`config.mk`:
```
export PLATFORM = sky130hd
export DESIGN_NAME = reg_file_sb
export DESIGN_NICKNAME = d
export VERILOG_FILES = /design/src/rtl/rf_pkg.sv /design/src/rtl/rf_read_port.sv /design/src/rtl/reg_file_sb.sv
export SDC_FILE = /design/constraint.sdc
export NUM_CORES = 1
export LEC_CHECK = 0
export ABC_AREA = 1
export ABC_CLOCK_PERIOD_IN_PS = 21900
export CAP_MARGIN = 20
export CORE_MARGIN = 8
export CORE_UTILIZATION = 45
export DETAILED_ROUTE_END_ITERATION = 7
export HOLD_SLACK_MARGIN = 0.15
export SLEW_MARGIN = 20
export SYNTH_ARGS = -nofsm -noshare
export SYNTH_HDL_FRONTEND = slang
export SYNTH_HIERARCHICAL = 1
export SYNTH_SLANG_ARGS = --single-unit
```
`constraint.sdc`:
```
create_clock -name clk -period 21.9 [get_ports clk]
set_input_delay 2.19 -clock clk [delete_from_list [all_inputs] [get_ports clk]]
set_output_delay 2.19 -clock clk [all_outputs]
set_load 0.1 [all_outputs]
```
`src/rtl/rf_pkg.sv`:
```
// -----------------------------------------------------------------------------
// rf_pkg
// Shared defaults and typedefs for the scoreboarded register file.
//   RF_DATA_W / RF_ADDR_W / RF_TAG_W : default widths used by the modules
//   NREG                             : register count at the default ADDR_W
//   reg_idx_t / rf_tag_t / rf_data_t : default-width index, tag and data types
// -----------------------------------------------------------------------------
package rf_pkg;

    localparam int RF_DATA_W = 32;
    localparam int RF_ADDR_W = 4;
    localparam int RF_TAG_W  = 3;
    localparam int NREG      = 2 ** RF_ADDR_W;

    typedef logic [RF_ADDR_W-1:0] reg_idx_t;
    typedef logic [RF_TAG_W-1:0]  rf_tag_t;
    typedef logic [RF_DATA_W-1:0] rf_data_t;

endpackage : rf_pkg

```
`src/rtl/rf_read_port.sv`:
```
// -----------------------------------------------------------------------------
// rf_read_port
// One combinational read port of the register file: selects data, busy and
// tag for i_addr. With RF_WB_BYPASS_EN defined, a same-cycle writeback to the
// addressed register is forwarded, and busy shows its next-state value.
//
// Ports:
//   i_addr      read index
//   i_regs      register data array
//   i_busy      busy bit vector
//   i_tags      producer tag array
//   i_wb_en     writeback that will actually commit (register 0 already
//               excluded by the parent when it is hardwired)
//   i_wb_reg    writeback destination
//   i_wb_tag    writeback tag
//   i_wb_data   writeback data
//   i_alloc_en  allocate that will actually commit
//   i_alloc_reg allocate destination
//   o_data      read data
//   o_busy      register pending
//   o_tag       recorded producer tag
//
// Configuration macro: RF_WB_BYPASS_EN (same-cycle writeback forwarding).
// -----------------------------------------------------------------------------
module rf_read_port
    import rf_pkg::*;
#(
    parameter int DATA_W = RF_DATA_W,
    parameter int ADDR_W = RF_ADDR_W,
    parameter int TAG_W  = RF_TAG_W
) (
    input  logic [ADDR_W-1:0]     i_addr,
    input  logic [DATA_W-1:0]     i_regs [2**ADDR_W],
    input  logic [2**ADDR_W-1:0]  i_busy,
    input  logic [TAG_W-1:0]      i_tags [2**ADDR_W],
    input  logic                  i_wb_en,
    input  logic [ADDR_W-1:0]     i_wb_reg,
    input  logic [TAG_W-1:0]      i_wb_tag,
    input  logic [DATA_W-1:0]     i_wb_data,
    input  logic                  i_alloc_en,
    input  logic [ADDR_W-1:0]     i_alloc_reg,
    output logic [DATA_W-1:0]     o_data,
    output logic                  o_busy,
    output logic [TAG_W-1:0]      o_tag
);

    assign o_tag = i_tags[i_addr];

`ifdef RF_WB_BYPASS_EN
    logic w_wb_hit;

    assign w_wb_hit = i_wb_en && (i_wb_reg == i_addr);

    // Busy reflects what the scoreboard will hold after this edge, so issue
    // logic can release a dependent instruction in the writeback cycle.
    assign o_data = w_wb_hit ? i_wb_data : i_regs[i_addr];
    assign o_busy = w_wb_hit
                  ? ((i_busy[i_addr] && (i_tags[i_addr] != i_wb_tag)) ||
                     (i_alloc_en && (i_alloc_reg == i_addr)))
                  : i_busy[i_addr];
`else
    // Forwarding inputs are only meaningful in the bypass build.
    logic w_unused;

    assign w_unused = ^{i_wb_en, i_wb_reg, i_wb_tag, i_wb_data,
                        i_alloc_en, i_alloc_reg};

    assign o_data = i_regs[i_addr];
    assign o_busy = i_busy[i_addr];
`endif

endmodule : rf_read_port

```
`src/rtl/reg_file_sb.sv`:
```
// -----------------------------------------------------------------------------
// reg_file_sb
// Parametrised register file with a tag-based scoreboard for decode/issue.
// Allocate marks a destination busy and records the producer tag; writeback
// always writes data but clears busy only when its tag matches the recorded
// one, so a stale producer never releases a newer reservation.
//
// Ports:
//   clk        clock, rising edge
//   rst        asynchronous reset, active-high
//   rd_addr    packed read indices, port i at [i*ADDR_W +: ADDR_W]
//   rd_data    read data per port
//   rd_busy    register pending per port
//   rd_tag     recorded producer tag per port
//   alloc_en   reserve alloc_reg for alloc_tag
//   alloc_reg  destination being issued
//   alloc_tag  tag of issuing instruction
//   wb_en      writeback valid
//   wb_reg     writeback destination
//   wb_tag     tag of completing instruction
//   wb_data    writeback result
//   flush      synchronous clear of all busy bits
//   busy_any   OR of all busy bits
//
// Configuration macro: RF_WB_BYPASS_EN (same-cycle writeback forwarding to
// the read ports, implemented in rf_read_port).
// -----------------------------------------------------------------------------
module reg_file_sb
    import rf_pkg::*;
#(
    parameter int DATA_W   = RF_DATA_W,
    parameter int ADDR_W   = RF_ADDR_W,
    parameter int NUM_RD   = 2,
    parameter int TAG_W    = RF_TAG_W,
    parameter int ZERO_REG = 0
) (
    input  logic                     clk,
    input  logic                     rst,
    input  logic [NUM_RD*ADDR_W-1:0] rd_addr,
    output logic [NUM_RD*DATA_W-1:0] rd_data,
    output logic [NUM_RD-1:0]        rd_busy,
    output logic [NUM_RD*TAG_W-1:0]  rd_tag,
    input  logic                     alloc_en,
    input  logic [ADDR_W-1:0]        alloc_reg,
    input  logic [TAG_W-1:0]         alloc_tag,
    input  logic                     wb_en,
    input  logic [ADDR_W-1:0]        wb_reg,
    input  logic [TAG_W-1:0]         wb_tag,
    input  logic [DATA_W-1:0]        wb_data,
    input  logic                     flush,
    output logic                     busy_any
);

    localparam int NUM_REGS = 2 ** ADDR_W;

    if ((NUM_RD < 1) || (NUM_RD > 4)) begin : g_bad_num_rd
        $error("reg_file_sb: NUM_RD must be in 1..4");
    end

    logic [DATA_W-1:0]   r_regs [NUM_REGS];
    logic [TAG_W-1:0]    r_tag  [NUM_REGS];
    logic [NUM_REGS-1:0] r_busy;

    logic                w_wb_we;
    logic                w_alloc_we;
    logic [NUM_REGS-1:0] w_busy_nxt;

    // With a hardwired zero register, register 0 is simply never written;
    // it stays at its reset value of data 0, busy 0, tag 0.
    assign w_wb_we    = wb_en    && !((ZERO_REG != 0) && (wb_reg    == '0));
    assign w_alloc_we = alloc_en && !((ZERO_REG != 0) && (alloc_reg == '0));

    // Priority, lowest first: flush, matching writeback, allocate. Allocate
    // last means the newest producer always owns the reservation.
    always_comb begin
        // NOTE: default assignment first so every path drives w_busy_nxt and no latch is inferred.
        w_busy_nxt = r_busy;
        if (flush) begin
            w_busy_nxt = '0;
        end
        if (w_wb_we && r_busy[wb_reg] && (r_tag[wb_reg] == wb_tag)) begin
            w_busy_nxt[wb_reg] = 1'b0;
        end
        if (w_alloc_we) begin
            w_busy_nxt[alloc_reg] = 1'b1;
        end
    end

    // NOTE: the storage array is reset explicitly because reads must return 0 immediately after reset.
    always_ff @(posedge clk or posedge rst) begin
        if (rst) begin
            r_busy <= '0;
            for (int i = 0; i < NUM_REGS; i++) begin
                r_regs[i] <= '0;
                r_tag[i]  <= '0;
            end
        end else begin
            // NOTE: non-blocking assignments so every state element updates from pre-edge values.
            r_busy <= w_busy_nxt;
            if (w_wb_we) begin
                r_regs[wb_reg] <= wb_data;
            end
            if (w_alloc_we) begin
                r_tag[alloc_reg] <= alloc_tag;
            end
        end
    end

    assign busy_any = |r_busy;

    for (genvar g = 0; g < NUM_RD; g++) begin : g_rd
        rf_read_port #(
            .DATA_W (DATA_W),
            .ADDR_W (ADDR_W),
            .TAG_W  (TAG_W)
        ) u_rd (
            .i_addr      (rd_addr[g*ADDR_W +: ADDR_W]),
            .i_regs      (r_regs),
            .i_busy      (r_busy),
            .i_tags      (r_tag),
            .i_wb_en     (w_wb_we),
            .i_wb_reg    (wb_reg),
            .i_wb_tag    (wb_tag),
            .i_wb_data   (wb_data),
            .i_alloc_en  (w_alloc_we),
            .i_alloc_reg (alloc_reg),
            .o_data      (rd_data[g*DATA_W +: DATA_W]),
            .o_busy      (rd_busy[g]),
            .o_tag       (rd_tag[g*TAG_W +: TAG_W])
        );
    end

endmodule : reg_file_sb
```
==> impl_metrics.py, run 1 <==
metrics = {
    "run_status": {
        "status": "finished, final reports clean",
    },
    "route": {
        "drc": 0,
        "vias": 35033,
        "ant_nets": 0,
        "routed_via_density": 5.242,
        "dr.pass1.iters": 6,
        "drtIter0Drc": 3524,
        "wirelength_mm": 129.4,
        "wl_per_cell_um": 19.36,
    },
    "timing": {
        "finalSetupViolCount": 0,
        "max_freq_mhz": 117.8,
        "holdWs_ps": 506.1,
        "tightestPinTransition_ps": 1177,
        "min_period_ps": 8490,
        "fin_crit_sh_pct": 38.77,
        "timing.setup.tns_ps": 0,
        "rsz0062_at_grt": "no",
        "finalMaxSlewViolations": 0,
        "hold_viol": 0,
        "relSlewSlack_pct": 21.29,
        "finClkSkew_ps": 22.88,
    },
    "min_path": {
        "min_path_type": "flop to flop",
    },
    "layout": {
        "fin_util_pct": 49.44,
        "nets": 5628,
        "drive_gt1_share_pct": 3.184,
        "area_delta_synth_final_pct": 9.514,
        "final_cells": 6683,
    },
    "grt": {
        "grt_max_degree": 206,
        "grt_pass1_vias": 32231,
        "overflow": 0,
        "grt_pass1_wl_mm": 198.5,
        "grt_use_total_pct": 28.19,
        "antenna_found_initial": 2,
    },
    "worst_setup_path": {
        "start_kind": "input pin",
        "arrival_ps": 6300,
        "cp-end-kind": "primary output",
        "critical_path_class": "input pin to primary output",
        "cp_max_fo": 205,
        "cp.required_ps": 19710,
    },
    "pwr": {
        "leakage_uw": 0.02123,
        "ir_drop_uv": 64.52,
        "power_density_nw_per_um2": 91.54,
    },
    "cts": {
        "cts_resized": 0,
        "cts-buffers-inserted": 70,
        "h-tree-depth": 3,
        "ctsHoldBuffers": 0,
        "cts.path.max_buffers": 3,
        "cts-root-buf": "clkbuf_16",
        "clkLatencyLatePin_ps": 620,
        "cts_tree": "built",
        "cts.clk_slew.worst_paths_ps": 60,
        "clkSinkCount": 576,
        "cts_setup_buffers": 0,
    },
    "logic_synthesis": {
        "synth_ff_type": "dfrtp_1",
        "synth_fp_nets": 5776,
        "ys_warn_count": 6,
        "synth_area_um2": 36120,
        "ys_seq_area_share_pct": 39.90,
        "yosys.area.top_type_share_pct": 39.90,
        "synth_area_leaders": "dfrtp_1, nand2_1, nand3_1",
        "synth_top_area_cell": "dfrtp_1",
        "synthTopCellsByCount": "nand2_1, inv_1, nand3_1, dfrtp_1, o21ai_0",
        "synth_edf_count": 0,
        "postSynth.asyncResetShare_pct": 100.0,
        "ys_ff_latch": 576,
        "synth_cell_types": 22,
        "syn_area_per_cell_um2": 6.319,
        "synth.most_common_cell": "nand2_1",
        "synth_cells": 5717,
    },
    "floorplan": {
        "start_util_pct": 45.14,
        "dieArea_um2": 89600,
        "die_h_um": 299.3,
        "io_pins": 132,
        "core_area_um2": 80030,
        "rows": 104,
        "fp.dieW_um": 299.3,
    },
    "placed_design": {
        "dp.final_hpwl_mm": 66.22,
        "gp_congestion": 0.8328,
        "post-place-cells": 6557,
        "port_buffers": 131,
    },
    "flow_run": {
        "drv_cap": 0,
    },
}
==> sequential cells by signal (all words and copies together), names as in the netlist <==
signal  count
r_busy     16
r_tag      48
r_regs    512
==> where the power goes <==
group          switching [µW]  internal (µW)
Combinational             638            303
Sequential                177           1280
Clock                     491            733
Total                    1310           2320
==> critical path, stage by stage <==
cell             delay, ps
buf_8                  370
clkinv_8               840
buf_4                  770
nand2_1                160
nand3_1                 80
nand3_1                130
nand3_1                 80
nand2_1                230
clkdlybuf4s50_1       1200
==> per-layer routing <==
metal / GRT usage (%) / vias to the layer above / share of wire [%]
met3: 4.003 / 223 / 7.7
met1: 39.69 / 16394 / 45
met4: 8.263 / 0 / 2.7
met5: 0 / - / 0
li1: - / 17115 / -
met2: 45.02 / 1301 / 45
==> worst paths after layout <==
path                                              start                       to  slack [ps]  cells past startpoint
worst min register to register  r_regs[291]$_DFFE_PP0P_  r_regs[291]$_DFFE_PP0P_         510                      2
worst min-delay path            r_regs[291]$_DFFE_PP0P_  r_regs[291]$_DFFE_PP0P_         510                      2
worst max-delay path                         rd_addr[4]              rd_data[40]       13410                      9
min in group asynchronous                           rst   r_regs[66]$_DFFE_PP0P_        2070                      2
worst max register to register    r_tag[12]$_DFFE_PP0P_      r_busy[0]$_DFF_PP0_       19820                     12
max in group asynchronous                           rst  r_regs[417]$_DFFE_PP0P_       18370                      3
==> layout by cell type (no fill, tap or decap), types with 2 or more instances in the layout <==
cell,Yosys,layout
buf_12,0,3
buf_2,108,3
buf_4,23,27
buf_6,43,2
buf_8,2,2
bufinv_16,0,7
clkbuf_1,166,11
clkbuf_16,0,71
clkbuf_8,0,16
clkdlybuf4s50_1,0,122
clkinv_2,0,12
clkinv_8,0,4
clkinvlp_4,0,4
dfrtp_1,576,576
inv_1,941,940
inv_2,3,3
inv_4,4,2
inv_6,0,4
nand2_1,2304,2288
nand2_4,0,16
nand3_1,880,880
nor2_1,52,52
nor3_1,2,2
nor4_1,4,4
o21ai_0,564,564
==> layout make-up <==
type | instances | area, µm²
Timing Repair Buffer | 159 | 1551
Clock buffer | 98 | 2038
Multi-Input combinational cell | 3811 | 16260
Fill cell | 8316 | 40470
Inverter | 951 | 3617
Sequential cell | 576 | 14410
Antenna cell | 1 | 2.502
Tap cell | 1060 | 1326
Clock inverter | 27 | 350.3
==> through the flow <==
stage          cell area (µm²)  worst slack, ps  power, µW
2_1_floorplan            36120             3596       2164
3_3_place_gp             37170            13420       2387
3_5_place_dp             37170            13430       2403
4_1_cts                  39560            13420       3632
5_1_grt                  39560            13190       3843
6_report                 39560            13410       3622
==> cells by family (layout without fill, tap and decap cells) <==
kind of cell	after synthesis	after routing	synth area share [%]
compound gates	566	566	7.848
simple gates	3245	3245	36.83
buf+inv	1330	1235	15.42
flops	576	576	39.90
other cells	0	1	0
Note: power is estimated with default switching activity, not from simulation.
==> run 2, diff against run 1 <==
- ABC_CLOCK_PERIOD_IN_PS: 21900 -> 7500
- clock period: 21.9 -> 7.5 ns (I/O delays scaled with it)
==> run 2 against run 1 <==
Clock skew down 4.2 ps. Sequential power rose to 2.9 times the previous value. Worst setup slack worse by 11000 ps. Wire length up 1.0%. Via count up 0.66%. Non-clock buffer count up 8. Clock power rose to 2.9 times the previous value. Design area up 0.28%. Flip-flop and latch count unchanged. Global-route usage up 0.37 points. Combinational power rose to 2.9 times the previous value. Final cell count up 0.12%. Largest power group unchanged.
==> impl_metrics.py, run 2 (same netlist as run 1, synthesis figures left out) <==
metrics = {
    "cts": {
        "cts-buffers-inserted": 70,
        "cts.clk_slew.worst_paths_ps": 50,
        "clkLatencyLatePin_ps": 620,
        "ctsHoldBuffers": 0,
        "h-tree-depth": 3,
        "cts.path.max_buffers": 3,
        "cts_resized": 0,
        "clkSinkCount": 576,
        "cts_setup_buffers": 0,
        "cts-root-buf": "clkbuf_16",
        "cts_tree": "built",
    },
    "route": {
        "vias": 35263,
        "wirelength_mm": 130.8,
        "drc": 0,
        "wl_per_cell_um": 19.54,
        "routed_via_density": 5.270,
        "dr.pass1.iters": 6,
        "drtIter0Drc": 3571,
        "ant_nets": 0,
    },
    "layout": {
        "reg_top3": "r_regs: 512 flops, r_tag: 48 flops, r_busy: 16 flops",
        "fin_util_pct": 49.57,
        "largest_reg_flops": 512,
        "nets": 5636,
        "mostFrequentLayoutCells": "nand2_1, inv_1, nand3_1",
        "seq_area_um2": 14410,
        "antenna_cells": 0,
        "top_register": "r_regs",
        "drive_gt1_share_pct": 3.250,
        "area_delta_synth_final_pct": 9.816,
        "multiInputGateArea_um2": 16260,
        "final_cells": 6691,
        "layout_commonest_cell": "nand2_1",
        "fillers": 8278,
    },
    "timing": {
        "max_freq_mhz": 188.4,
        "min_period_ps": 5309,
        "timing.setup.tns_ps": 0,
        "finClkSkew_ps": 18.65,
        "finalMaxSlewViolations": 0,
        "finalSetupViolCount": 0,
        "hold_viol": 0,
        "fin_crit_sh_pct": 70.78,
        "tightestPinTransition_ps": 1169,
        "rsz0062_at_grt": "no",
        "relSlewSlack_pct": 22.07,
    },
    "worst_setup_path": {
        "worstSetupEndpoint": "rd_data[31]",
        "cp_max_fo": 174,
        "cp-end-kind": "primary output",
        "ff2ff_path_depth": 13,
        "cp-startpoint": "rd_addr[0]",
        "reg2reg_to": "r_busy[3]$_DFF_PP0_",
        "start_kind": "input pin",
        "critical_path_class": "input pin to primary output",
        "cp.required_ps": 6750,
        "rrSetupSlack_ps": 5380,
        "arrival_ps": 4560,
        "r2r-start": "r_tag[15]$_DFFE_PP0P_",
    },
    "pwr": {
        "p_int_uw": 6748,
        "ir_drop_uv": 178.0,
        "comb_power_share_pct": 26.1,
        "seqPwrFrac_pct": 40.3,
        "clkPwrFrac_pct": 33.6,
        "swShare_pct": 36.04,
        "power_density_nw_per_um2": 266.0,
        "leakage_uw": 0.02129,
        "finalPower_uw": 10550,
        "p_sw_uw": 3802,
    },
    "floorplan": {
        "fp.dieW_um": 299.3,
        "core_area_um2": 80030,
        "die_h_um": 299.3,
        "io_pins": 132,
        "dieArea_um2": 89600,
        "start_util_pct": 45.14,
        "rows": 104,
    },
    "run_status": {
        "status": "finished, final reports clean",
    },
    "grt": {
        "overflow": 0,
        "grt_use_total_pct": 28.56,
        "antenna_found_initial": 1,
        "grt_pass1_wl_mm": 201.3,
        "grt_pass1_vias": 32772,
        "grt_max_degree": 175,
    },
    "flow_run": {
        "drv_cap": 0,
    },
    "placed_design": {
        "post-place-cells": 6564,
        "gp_congestion": 0.8325,
        "port_buffers": 131,
        "dp.final_hpwl_mm": 68.11,
    },
    "min_path": {
        "min_path_type": "flop to flop",
    },
}
run 2: cell count changes in the layout (fill, tap and decap cells not counted):
cell	delta
clkinv_8	-1
buf_4	+3
buf_12	+4
clkbuf_16	+3
clkbuf_8	-1
bufinv_16	-2
diode_2	-1
clkinvlp_4	-2
buf_16	+1
clkbuf_1	+5
clkinv_4	+1
clkinv_2	-1
inv_8	-1
run 2: final cells by class:
class,instances,share of cell area [%]
clock inverter,21,0.6434
timing repair buffer,167,4.239
multi-input combinational,3811,40.99
clock buffer,105,5.340
sequential,576,36.33
inverter,951,9.109
tap,1060,3.343
run 2: worst min path at each step:
stage                                        from                 endpoint  slack (ps)  cells after the start
after floorplan             r_regs[0]$_DFFE_PP0P_    r_regs[0]$_DFFE_PP0P_         470                      2
after global placement    r_regs[303]$_DFFE_PP0P_  r_regs[303]$_DFFE_PP0P_         490                      2
after detailed placement  r_regs[114]$_DFFE_PP0P_  r_regs[114]$_DFFE_PP0P_         490                      2
after CTS                 r_regs[114]$_DFFE_PP0P_  r_regs[114]$_DFFE_PP0P_         510                      2
after global routing       r_regs[50]$_DFFE_PP0P_   r_regs[50]$_DFFE_PP0P_         520                      2
final                      r_regs[50]$_DFFE_PP0P_   r_regs[50]$_DFFE_PP0P_         500                      2
run 2: critical path: stages:
cell and delay [ps]:
buf_8 460, clkinv_8 830, buf_4 570, nand2_1 110
nand3_1 70, nand3_1 140, nand3_1 100, nand2_1 160
clkdlybuf4s50_1 1190
run 2: power by group through the flow:
stage / registers [µW] / clock network [µW] / logic (µW)
after global routing: 4340 / 3720 / 3140
after global placement: 4280 / 0 / 2700
final: 4250 / 3540 / 2760
after floorplan: 4160 / 0 / 2160
after CTS: 4240 / 3600 / 2750
after detailed placement: 4280 / 0 / 2740
run 2: stage by stage:
step / setup slack [ps] / hold WS, ps / area (µm²)
2_1_floorplan: -1098 / 474.3 / 36130
3_3_place_gp: 2259 / 489.1 / 37270
3_5_place_dp: 2261 / 494.6 / 37270
4_1_cts: 2247 / 508.4 / 39640
5_1_grt: 2068 / 521.4 / 39670
6_report: 2191 / 502.3 / 39670
run 2: metal layers:
| layer | GRT usage (%) | vias up | part of all wire, % |
|---|---|---|---|
| li1 | - | 17143 | - |
| met1 | 40.27 | 16544 | 45 |
| met2 | 45.30 | 1340 | 45 |
| met3 | 3.599 | 236 | 7.4 |
| met4 | 9.615 | 0 | 3.1 |
| met5 | 0 | - | 0 |
